===== src/rtl/ars_key_scanner.sv =====
// Scalar key scanner for the point multiplier: it skips leading zeros and drops
// the leading one, then presents the remaining bits of k MSB-first under valid/step.
module ars_key_scanner #(
    parameter int KEY_W = 233,
    parameter int IDX_W = 8
) (
    input  logic             CLK,
    input  logic             RST_N,
    input  logic [KEY_W-1:0] KEY_IN,
    input  logic             KEY_LOAD,
    input  logic             STEP,
    output logic             KEY_EQ_1,
    output logic             BIT_VALID,
    output logic [IDX_W-1:0] BIT_INDEX,
    output logic             BUSY,
    output logic             DONE,
    output logic             KEY_ZERO
);

    typedef enum logic [1:0] {
        ST_IDLE  = 2'd0,
        ST_SEEK  = 2'd1,
        ST_READY = 2'd2,
        ST_FIN   = 2'd3
    } state_t;

    localparam logic [IDX_W-1:0] IDX_TOP = IDX_W'(KEY_W - 1);
    localparam logic [IDX_W-1:0] IDX_ONE = IDX_W'(1);

    state_t             state_q, state_d;
    logic [KEY_W-1:0]   sr_q, sr_d;
    logic [IDX_W-1:0]   idx_q, idx_d;
    logic               zero_q, zero_d;

    always_ff @(posedge CLK) begin
        if (!RST_N) begin
            state_q <= ST_IDLE;
            sr_q    <= '0;
            idx_q   <= '0;
            zero_q  <= 1'b0;
        end else begin
            state_q <= state_d;
            sr_q    <= sr_d;
            idx_q   <= idx_d;
            zero_q  <= zero_d;
        end
    end

    always_comb begin
        state_d = state_q;
        sr_d    = sr_q;
        idx_d   = idx_q;
        zero_d  = zero_q;

        // A load restarts from any state and takes precedence over STEP.
        if (KEY_LOAD) begin
            sr_d  = KEY_IN;
            idx_d = IDX_TOP;
            if (KEY_IN == '0) begin
                state_d = ST_FIN;
                zero_d  = 1'b1;
            end else begin
                state_d = ST_SEEK;
                zero_d  = 1'b0;
            end
        end else begin
            case (state_q)
                ST_SEEK: begin
                    sr_d  = sr_q << 1;
                    idx_d = idx_q - IDX_ONE;
                    // The leading one is swallowed: the multiplier starts with Q = P.
                    if (sr_q[KEY_W-1]) begin
                        state_d = (idx_q == '0) ? ST_FIN : ST_READY;
                    end
                end
                ST_READY: begin
                    if (STEP) begin
                        sr_d  = sr_q << 1;
                        idx_d = idx_q - IDX_ONE;
                        if (idx_q == '0) begin
                            state_d = ST_FIN;
                        end
                    end
                end
                default: begin
                end
            endcase
        end
    end

    assign KEY_EQ_1  = sr_q[KEY_W-1];
    assign BIT_INDEX = idx_q;
    assign BIT_VALID = (state_q == ST_READY);
    assign BUSY      = (state_q == ST_SEEK) || (state_q == ST_READY);
    assign DONE      = (state_q == ST_FIN);
    assign KEY_ZERO  = zero_q;

endmodule

===== config.mk =====
export PLATFORM = sky130hd
export DESIGN_NAME = ars_key_scanner
export DESIGN_NICKNAME = d
export VERILOG_FILES = /design/src/rtl/ars_key_scanner.sv
export SDC_FILE = /design/constraint.sdc
export NUM_CORES = 1
export LEC_CHECK = 0
export BUFFER_PORTS_ARGS = -buffer_cell sky130_fd_sc_hd__buf_4
export CAP_MARGIN = 20
export CORE_UTILIZATION = 55
export DETAILED_ROUTE_END_ITERATION = 16
export HOLD_SLACK_MARGIN = 0.03
export PLACE_DENSITY = 0.8
export SLEW_MARGIN = 20
export SYNTH_ARGS = -nofsm -noshare
export SYNTH_HDL_FRONTEND = slang
export SYNTH_SLANG_ARGS = --single-unit

===== constraint.sdc =====
create_clock -name CLK -period 2.19 [get_ports CLK]
set_input_delay 0.3285 -clock CLK [delete_from_list [all_inputs] [get_ports CLK]]
set_output_delay 0.3285 -clock CLK [all_outputs]
set_load 0.1 [all_outputs]

# == After elaboration in Yosys (flattened, before gate mapping) ==
# Cells that the tools add are included.
# word_totals
register_bits,244
in_bits,237
output_inout_bits,13
word_cells,37
# classes
add_sub_neg,1
n_eq_ne,7
muxes,14
n_bitwise,1
reduce_logical,9
# op_table
cell,count
2-to-1 mux 233 bit,2
one-hot mux 233 bit (2 select lines),1
zero test 233 bit,1
2-to-1 mux 8 bit,2
one-hot mux 8 bit (2 select lines),1
2-to-1 mux 2 bit,5
zero test 8 bit,1
subtractor 8 x 1 -> 8 bit (second input constant),1
!= test 3 bit (second input constant),2
equality test 2 bit (second input constant),2
one-hot mux 2 bit (2 select lines),1
AND reduction 2 bit,2
AND reduction 4 bit,1
!= test 3 x 2 -> 1 bit (second input constant),1
nonzero test 3 bit,1
equality test 2 x 1 -> 1 bit (second input constant),1
2-to-1 mux 1 bit,2
!= test 2 bit (second input constant),1
nonzero test 2 bit,1
OR reduction 2 bit,1
logical OR 1 bit,1
NOT 1 bit,1

# == Logic depth before layout (Yosys ltp) ==
# Gate-level depths: netlist of the first run.
# logic_depth
ltp_word,5
depth_mapped,9
ltp_nobuf,7

# == Least setup slack after synthesis of the first run ==
# OpenSTA, ideal clock, no wires.
# synth_timing
path_kind,register to register
start,register state_q[0]
end,register sr_q[100]
setup_time_ns,0.115
arrival_ns,2.409
required_ns,2.075
slack_ns,-0.334
path_stages_with_launch,10
n_path_buf,3
period_less_slack_ns,2.524
path_cell_list,dfxtp_1 inv_1 ha_1 mux2i_1 buf_2 buf_2 buf_4 mux2i_1 o21ai_1 and2_1
# synth_between
elab_chain_len,3
word_cells_on_any_way,7
classes_between,eq/ne: 3; mux: 2; reduce/logical: 2
# synth_lines
element,line_no,source
"start, declared",30,"state_t state_q, state_d;"
"start signal, assigned",42,state_q <= state_d;
equality test 2 bit *,-,
via BIT_VALID,13,"output logic BIT_VALID,"
one-hot mux 233 bit (2 select lines) (tied with other cells),67,case (state_q)
2-to-1 mux 233 bit / AND reduction 2 bit (equally long branches),-,
"end signal, assigned",43,sr_q <= sr_d;
"end, declared",31,"logic [KEY_W-1:0] sr_q, sr_d;"
# Mark *: on every way through the listed nets, which the timed path passes. The rest lies on a longest branch.
# A chain may end at the register's enable or synchronous reset.

# == Final worst setup path of the first run ==
# layout_timing
start,register state_q[1]
end,register sr_q[130]
# layout_between
elab_chain_len,3
word_cells_on_any_way,7
classes_between,eq/ne: 3; mux: 2; reduce/logical: 2
# layout_lines
element,line_no
equality test 2 bit / equality test 2 x 1 -> 1 bit (equally long branches),67
one-hot mux 233 bit (2 select lines) (tied with other cells),67
2-to-1 mux 233 bit / AND reduction 2 bit (equally long branches),-
# Parallel ways exist; a longest one is shown, timed or not.

==> results.sh, run 1 <==
export IMPL_ys_async_sr_fraction_pct=0
export IMPL_clock_path_buffers=3
export IMPL_cp_max_fo=21
export IMPL_clock_root_buffer="clkbuf_16"
export IMPL_synth_ff_type="dfxtp_1"
export IMPL_cap_violations=0
export IMPL_worstPathArrival_ns=2.43
export IMPL_fin_ws_ns=0.168
export IMPL_initial_core_util_pct=56.6
export IMPL_numCtsBuffers=26
export IMPL_finalCritPeriodShare_pct=92.3
export IMPL_drv_slew=0
export IMPL_yosys_warnings=0
export IMPL_ctsHtreeMaxLevel=1
export IMPL_drt_first_pass_iters=5
export IMPL_viasPerCell=5.36
export IMPL_gr_usage_all_layers_pct=24.4
export IMPL_dr_total_vias=10200
export IMPL_clkTransAtPathRegs_ns=0.06
export IMPL_endpoint_kind="flip-flop"
export IMPL_grt_antenna_before_repair=0
export IMPL_syn_area_mm2=0.0120
export IMPL_cts_tree="built"
export IMPL_hold_class="primary input to flip-flop"
export IMPL_slew_headroom_pct=32.6
export IMPL_synth_adder_area_share_pct=0.417
export IMPL_die_h_um=150
export IMPL_critPathSlowestCell="dfxtp_1"
export IMPL_status="complete, no violations"
export IMPL_grt_overflow_total=0
export IMPL_hpwlAfterDp_mm=20.1
export IMPL_cts_repair_resized=0
export IMPL_antenna_diode_count=0
export IMPL_dpl_worst_slack_ns=-0.124
export IMPL_min_period_ns=2.02
export IMPL_final_nets=1856
export IMPL_p_leak_nw=7.18
export IMPL_rsz0062_at_grt="no"
export IMPL_drt_iter0_drc=476
export IMPL_port_buffers=249
export IMPL_p_per_area_mw_per_mm2=745
export IMPL_post_drt_wl_per_cell_um=14.8
export IMPL_synth_xor_area_share_pct=0.438
export IMPL_worstMarginPinSlew_ns=1.01
export IMPL_crit_top_cell="buf_12"
export IMPL_gp_congestion=0.855
export IMPL_dieArea_mm2=0.0224
export IMPL_synthMuxAreaShare_pct=19.4
export IMPL_die_w_um=150
export IMPL_critPathLaunchType="flip-flop"
export IMPL_synth_compound_area_share_pct=10.4
export IMPL_max_clock_freq_ghz=0.495
export IMPL_synth_avg_cell_area_um2=8.54
export IMPL_path_cells="inv_1 -> ha_1 -> mux2i_4 -> buf_12 -> buf_12 -> mux2i_1 -> o21ai_1 -> and2_1"
export IMPL_grt_pass1_vias=9512
export IMPL_timing_hold_ws_ns=0.114
export IMPL_synth_top_family_by_area="simple AND/OR/NAND/NOR gates"
export IMPL_grt_pass1_wl_mm=44.8
export IMPL_finalSetupViolCount=0
export IMPL_clk_latency_ns=0.51
export IMPL_synth_seq_area_share_pct=40.7
export IMPL_ant_nets=0
export IMPL_syn_nets=1648
export IMPL_tns_ns=0
export IMPL_area_delta_synth_final_pct=25.9
export IMPL_ys_types=32
export IMPL_max_stage_delay_ns=0.40
export IMPL_layout_drive_gt1_share_pct=20.2
export IMPL_io_pins=250
export IMPL_clock_skew_ns=0.00635
export IMPL_synth_seq_cells=244
export IMPL_wirelength_mm=28.1
export IMPL_cts_sinks=244
export IMPL_synthSimpleGateAreaFrac_pct=24.4
export IMPL_synth_edf_count=0
export IMPL_ir_drop_v=0.000547
export IMPL_drc_errors=0
export IMPL_grt_max_degree=137
export IMPL_coreArea_mm2=0.0212
export IMPL_critical_path_required_ns=2.60
export IMPL_num_rows=53
export IMPL_syn_inst=1407
export IMPL_critical_path_class="flip-flop to flip-flop"
export IMPL_hold_viol_final=0
## layout make-up
cell class	count	area (um2)
inverters	6	22.5
multi-input cells	1053	6640
repair buffers	284	2360
fillers	1679	6100
clock inverters	7	90.1
flip-flops and latches	244	4880
well taps	275	344
clock buffers	37	773
## through the flow
step / instance area [um2] / std cells / util (%) / power, mW
3_5_place_dp: 14200 / 1861 / 67.1 / 6.97
4_1_cts: 15100 / 1905 / 71.2 / 11.3
5_1_grt: 15100 / 1906 / 71.2 / 11.7
6_report: 15100 / 1906 / 71.2 / 11.3
2_1_floorplan: 12000 / 1407 / - / 6.24
3_3_place_gp: 14200 / 1861 / 67.1 / 6.92
## what timing repair did
item	4_1_cts	5_1_grt
buffers inserted	0	1
endpoints found under the setup margin	0	3
hold buffers	0	0
## cell usage in the layout (no fill, tap or decap), types with 3 or more instances in the layout
cell type / instances
buf_4: 265
dfxtp_1: 244
nand2_1: 236
and2_1: 233
mux2i_1: 231
o21ai_1: 178
nor4_1: 61
o21ai_0: 55
clkbuf_16: 27
buf_12: 18
nand4_1: 15
nor2_1: 11
inv_1: 6
clkbuf_8: 6
xor2_1: 5
o21a_1: 4
clkbuf_1: 4
a21oi_1: 3
ha_1: 3
clkinv_2: 3
## sequential cells by signal, indices dropped and copies added (netlist names)
name	flops
state_q	2
KEY_ZERO	1
BIT_INDEX	8
sr_q	233
## worst paths after layout
check	slack, ns	from	depth (start not counted)	end
worst min-delay path	0.11	RST_N	2	BIT_INDEX[7]
worst min register to register	0.51	state_q[0]	2	state_q[0]
worst max-delay path	0.17	state_q[1]	8	sr_q[130]
worst max register to register	0.17	state_q[1]	8	sr_q[130]
## metal layers
layer  GRT usage (%)  vias to the layer above  share of wire, %
met1            31.9                     4689                45
met4            7.32                        0               2.4
met2            41.5                      250                47
met5               0                        -                 0
met3            3.51                       45               5.5
li1                -                     5240                 -
## report_power, final
group	internal, mW	switching, mW
Sequential	4.72	0.152
Clock	2.67	1.71
Combinational	1.01	1.01
## synth_stat cells, types with 2 or more instances
master	number	share of area (%)
buf_4	21	1.3
ha_1	4	0.42
nand2_1	236	7.4
mux2i_1	232	19
nor2_1	11	0.34
clkbuf_1	56	1.8
nor4_1	61	3.2
and2_1	233	12
buf_1	9	0.28
buf_2	18	0.75
xor2_1	5	0.36
nand4_1	15	0.78
nor3_1	2	0.083
o21a_1	4	0.25
o21ai_1	178	7.4
dfxtp_1	244	41
inv_1	6	0.19
or3_1	2	0.10
a21oi_1	3	0.12
o21ai_0	55	2.3
## kinds of logic (layout without fill, tap and decap cells)
logic type / count (synthesis) / in the layout
AND/OR/NAND/NOR: 566 / 566
adder cells (fa/ha/maj): 4 / 4
buffers and inverters: 110 / 334
flip-flops: 244 / 244
multiplexers: 233 / 233
XOR/XNOR: 6 / 6
AO/OA/AOI/OAI: 244 / 244
## worst max-delay path, delay by kind of cell (launching register included)
family,cells,cell delay [ns]
flops,1,0.40
simple gates,1,0.16
compound gates,1,0.08
buf+inv,3,0.52
mux,2,0.49
fa+ha+maj,1,0.24
Note: power is estimated with default switching activity, not from simulation.
==> inputs of run 2 (changes only) <==
Settings changed: ABC_AREA from default to 1.
==> run 2 against run 1 <==
Compared with the run above: fmax up 1.7%; clock power about the same; combinational power about the same; wire length increased by 3.2%; cell count grew 8.2%; non-clock buffer count fell by 17; count of clock-buffer cells in the layout increased by 1.
==> results.sh, run 2 <==
export IMPL_wl_met2_mm=13.4
export IMPL_multi_input_area_mm2=0.00608
export IMPL_max_clock_freq_ghz=0.503
export IMPL_hold_viol_final=0
export IMPL_tns_ns=0
export IMPL_ctsHtreeMaxLevel=1
export IMPL_synthTopCellsByCount="554 x nand2_1, 397 x nor2_1, 244 x dfxtp_1"
export IMPL_coreArea_mm2=0.0205
export IMPL_synth_area_leaders="dfxtp_1 42%, nand2_1 18%, a311oi_1 14%, nor2_1 13%, a311oi_2 4.9%"
export IMPL_worstPathArrival_ns=2.40
export IMPL_synth_seq_area_share_pct=42.0
export IMPL_top_layer="met4"
export IMPL_r2r_start="state_q[0]"
export IMPL_ir_drop_v=0.000611
export IMPL_io_pins=250
export IMPL_hold_class="primary input to flip-flop"
export IMPL_syn_nets=1851
export IMPL_clkTransAtPathRegs_ns=0.06
export IMPL_endpoint_kind="flip-flop"
export IMPL_syn_area_mm2=0.0116
export IMPL_drt_met1_wl_mm=13.0
export IMPL_port_buffers=249
export IMPL_numCtsBuffers=26
export IMPL_top_register="sr_q"
export IMPL_yosys_warnings=0
export IMPL_area_delta_synth_final_pct=24.3
export IMPL_power_mw=11.5
export IMPL_antenna_diode_count=0
export IMPL_cts_tree="built"
export IMPL_worstMarginPinSlew_ns=0.593
export IMPL_post_drt_wl_per_cell_um=14.1
export IMPL_layout_common_cells="554 x nand2_1, 397 x nor2_1, 249 x buf_4"
export IMPL_drv_slew=0
export IMPL_wirelength_mm=29.0
export IMPL_hold_depth=3
export IMPL_fin_area_mm2=0.0145
export IMPL_layout_drive_gt1_share_pct=19.7
export IMPL_instances_no_fill=2063
export IMPL_cp_max_fo=52
export IMPL_worstRegToRegCells=8
export IMPL_clk_latency_ns=0.52
export IMPL_cts_setup_buffers=0
export IMPL_finalSetupViolCount=0
export IMPL_initial_core_util_pct=56.8
export IMPL_dieArea_mm2=0.0217
export IMPL_die_w_um=147
export IMPL_num_rows=52
export IMPL_worstReg2RegEnd="sr_q[204]"
export IMPL_synth_largest_area_cell="dfxtp_1"
export IMPL_synth_top_area_share_pct=42.0
export IMPL_slew_headroom_pct=60.4
export IMPL_hold_start="KEY_IN[0]"
export IMPL_seqCellArea_mm2=0.00488
export IMPL_grt_max_degree=136
export IMPL_rsz0062_at_grt="no"
export IMPL_synth_most_common_cell="nand2_1"
export IMPL_cap_violations=0
export IMPL_clock_root_buffer="clkbuf_16"
export IMPL_cts_sinks=244
export IMPL_p_per_area_mw_per_mm2=793
export IMPL_grt_pass1_vias=10300
export IMPL_synth_seq_cells=244
export IMPL_timing_hold_ws_ns=0.0798
export IMPL_final_common_cell="nand2_1"
export IMPL_critical_path_required_ns=2.61
export IMPL_drc_errors=0
export IMPL_p_leak_nw=5.88
export IMPL_met3_length_mm=1.56
export IMPL_gp_congestion=0.823
export IMPL_gr_usage_all_layers_pct=26.3
export IMPL_cts_hold_buf=0
export IMPL_synth_edf_count=0
export IMPL_grt_antenna_before_repair=0
export IMPL_ys_async_sr_fraction_pct=0
export IMPL_status="complete, no violations"
export IMPL_min_period_ns=1.99
export IMPL_viasPerCell=5.48
export IMPL_syn_inst=1610
export IMPL_drt_iter0_drc=648
export IMPL_min_delay_worst_endpoint="sr_q[0]"
export IMPL_ant_nets=0
export IMPL_dr_total_vias=11300
export IMPL_final_nets=2016
export IMPL_placed_area_mm2=0.0136
export IMPL_clock_path_buffers=3
export IMPL_finalCritPeriodShare_pct=90.8
export IMPL_drt_first_pass_iters=5
export IMPL_hpwlAfterDp_mm=19.6
export IMPL_grt_pass1_wl_mm=48.0
export IMPL_synth_ff_type="dfxtp_1"
export IMPL_fillers=1689
export IMPL_critPathLaunchType="flip-flop"
export IMPL_ys_types=30
export IMPL_critical_path_class="flip-flop to flip-flop"
export IMPL_r2r_slack_ns=0.20
export IMPL_numPlacedInstances=2017
export IMPL_die_h_um=147
export IMPL_grt_overflow_total=0
export IMPL_crit_start="state_q[0]"
export IMPL_synth_avg_cell_area_um2=7.23
export IMPL_cts_repair_resized=0
export IMPL_clock_skew_ns=0.00811
export IMPL_largest_reg_flops=233
run 2: cell count changes in the layout (fill, tap and decap cells not counted), moves of 13 or more:
cell,previous run,this run
nor4_1,61,0
o21ai_0,55,3
nand2_1,236,554
nand4_1,15,2
mux2i_1,231,0
nor2_1,11,397
buf_4,265,249
a311oi_1,0,190
and2_1,233,1
o21ai_1,178,2
a311oi_2,0,38
run 2: worst max-delay path, stage by stage, from the launching register on:
cell      delay (ns)
dfxtp_1         0.37
inv_1           0.06
ha_2            0.21
o21ai_4         0.27
nor2_4          0.09
inv_8           0.26
buf_12          0.28
nor2_1          0.08
a311oi_1        0.23
run 2: final cells by class:
class	count	share of cell area, %
Clock inverter	8	0.649
Multi-Input combinational cell	1219	42.1
Clock buffer	38	5.23
Inverter	17	0.580
Tap cell	270	2.34
Timing Repair Buffer	267	15.4
Sequential cell	244	33.8
run 2: power by group:
group	internal (mW)	switching, mW
logic	0.850	1.15
registers	4.87	0.230
clock network	2.62	1.74
run 2: cell families (layout without fill, tap and decap cells):
kind of cell	Yosys count	count (layout)	share of synthesized area (%)
simple gates	965	965	31.4
flops	244	244	42.0
xor+xnor	1	1	0.0753
fa+ha+maj	4	4	0.430
buf+inv	147	330	5.78
compound gates	249	249	20.3
run 2: metal layers:
| metal | global-route usage (%) | vias to the layer above |
|---|---|---|
| li1 | - | 5786 |
| met5 | 0 | - |
| met3 | 4.26 | 59 |
| met2 | 42.3 | 296 |
| met1 | 35.3 | 5169 |
| met4 | 10.1 | 0 |
run 2: stage by stage:
step	setup WS (ns)	utilization, %
final	0.202	70.6
after floorplan	0.102	-
after global placement	0.328	66.4
after detailed placement	0.230	66.4
after global routing	0.0230	70.6
after CTS	0.199	70.6
run 2: how the worst max path moves through the flow:
stage | depth (start not counted) | to
after detailed placement | 8 | sr_q[26]
after floorplan | 10 | sr_q[165]
after global routing | 9 | sr_q[97]
after CTS | 8 | sr_q[204]
final | 8 | sr_q[204]
after global placement | 8 | sr_q[125]
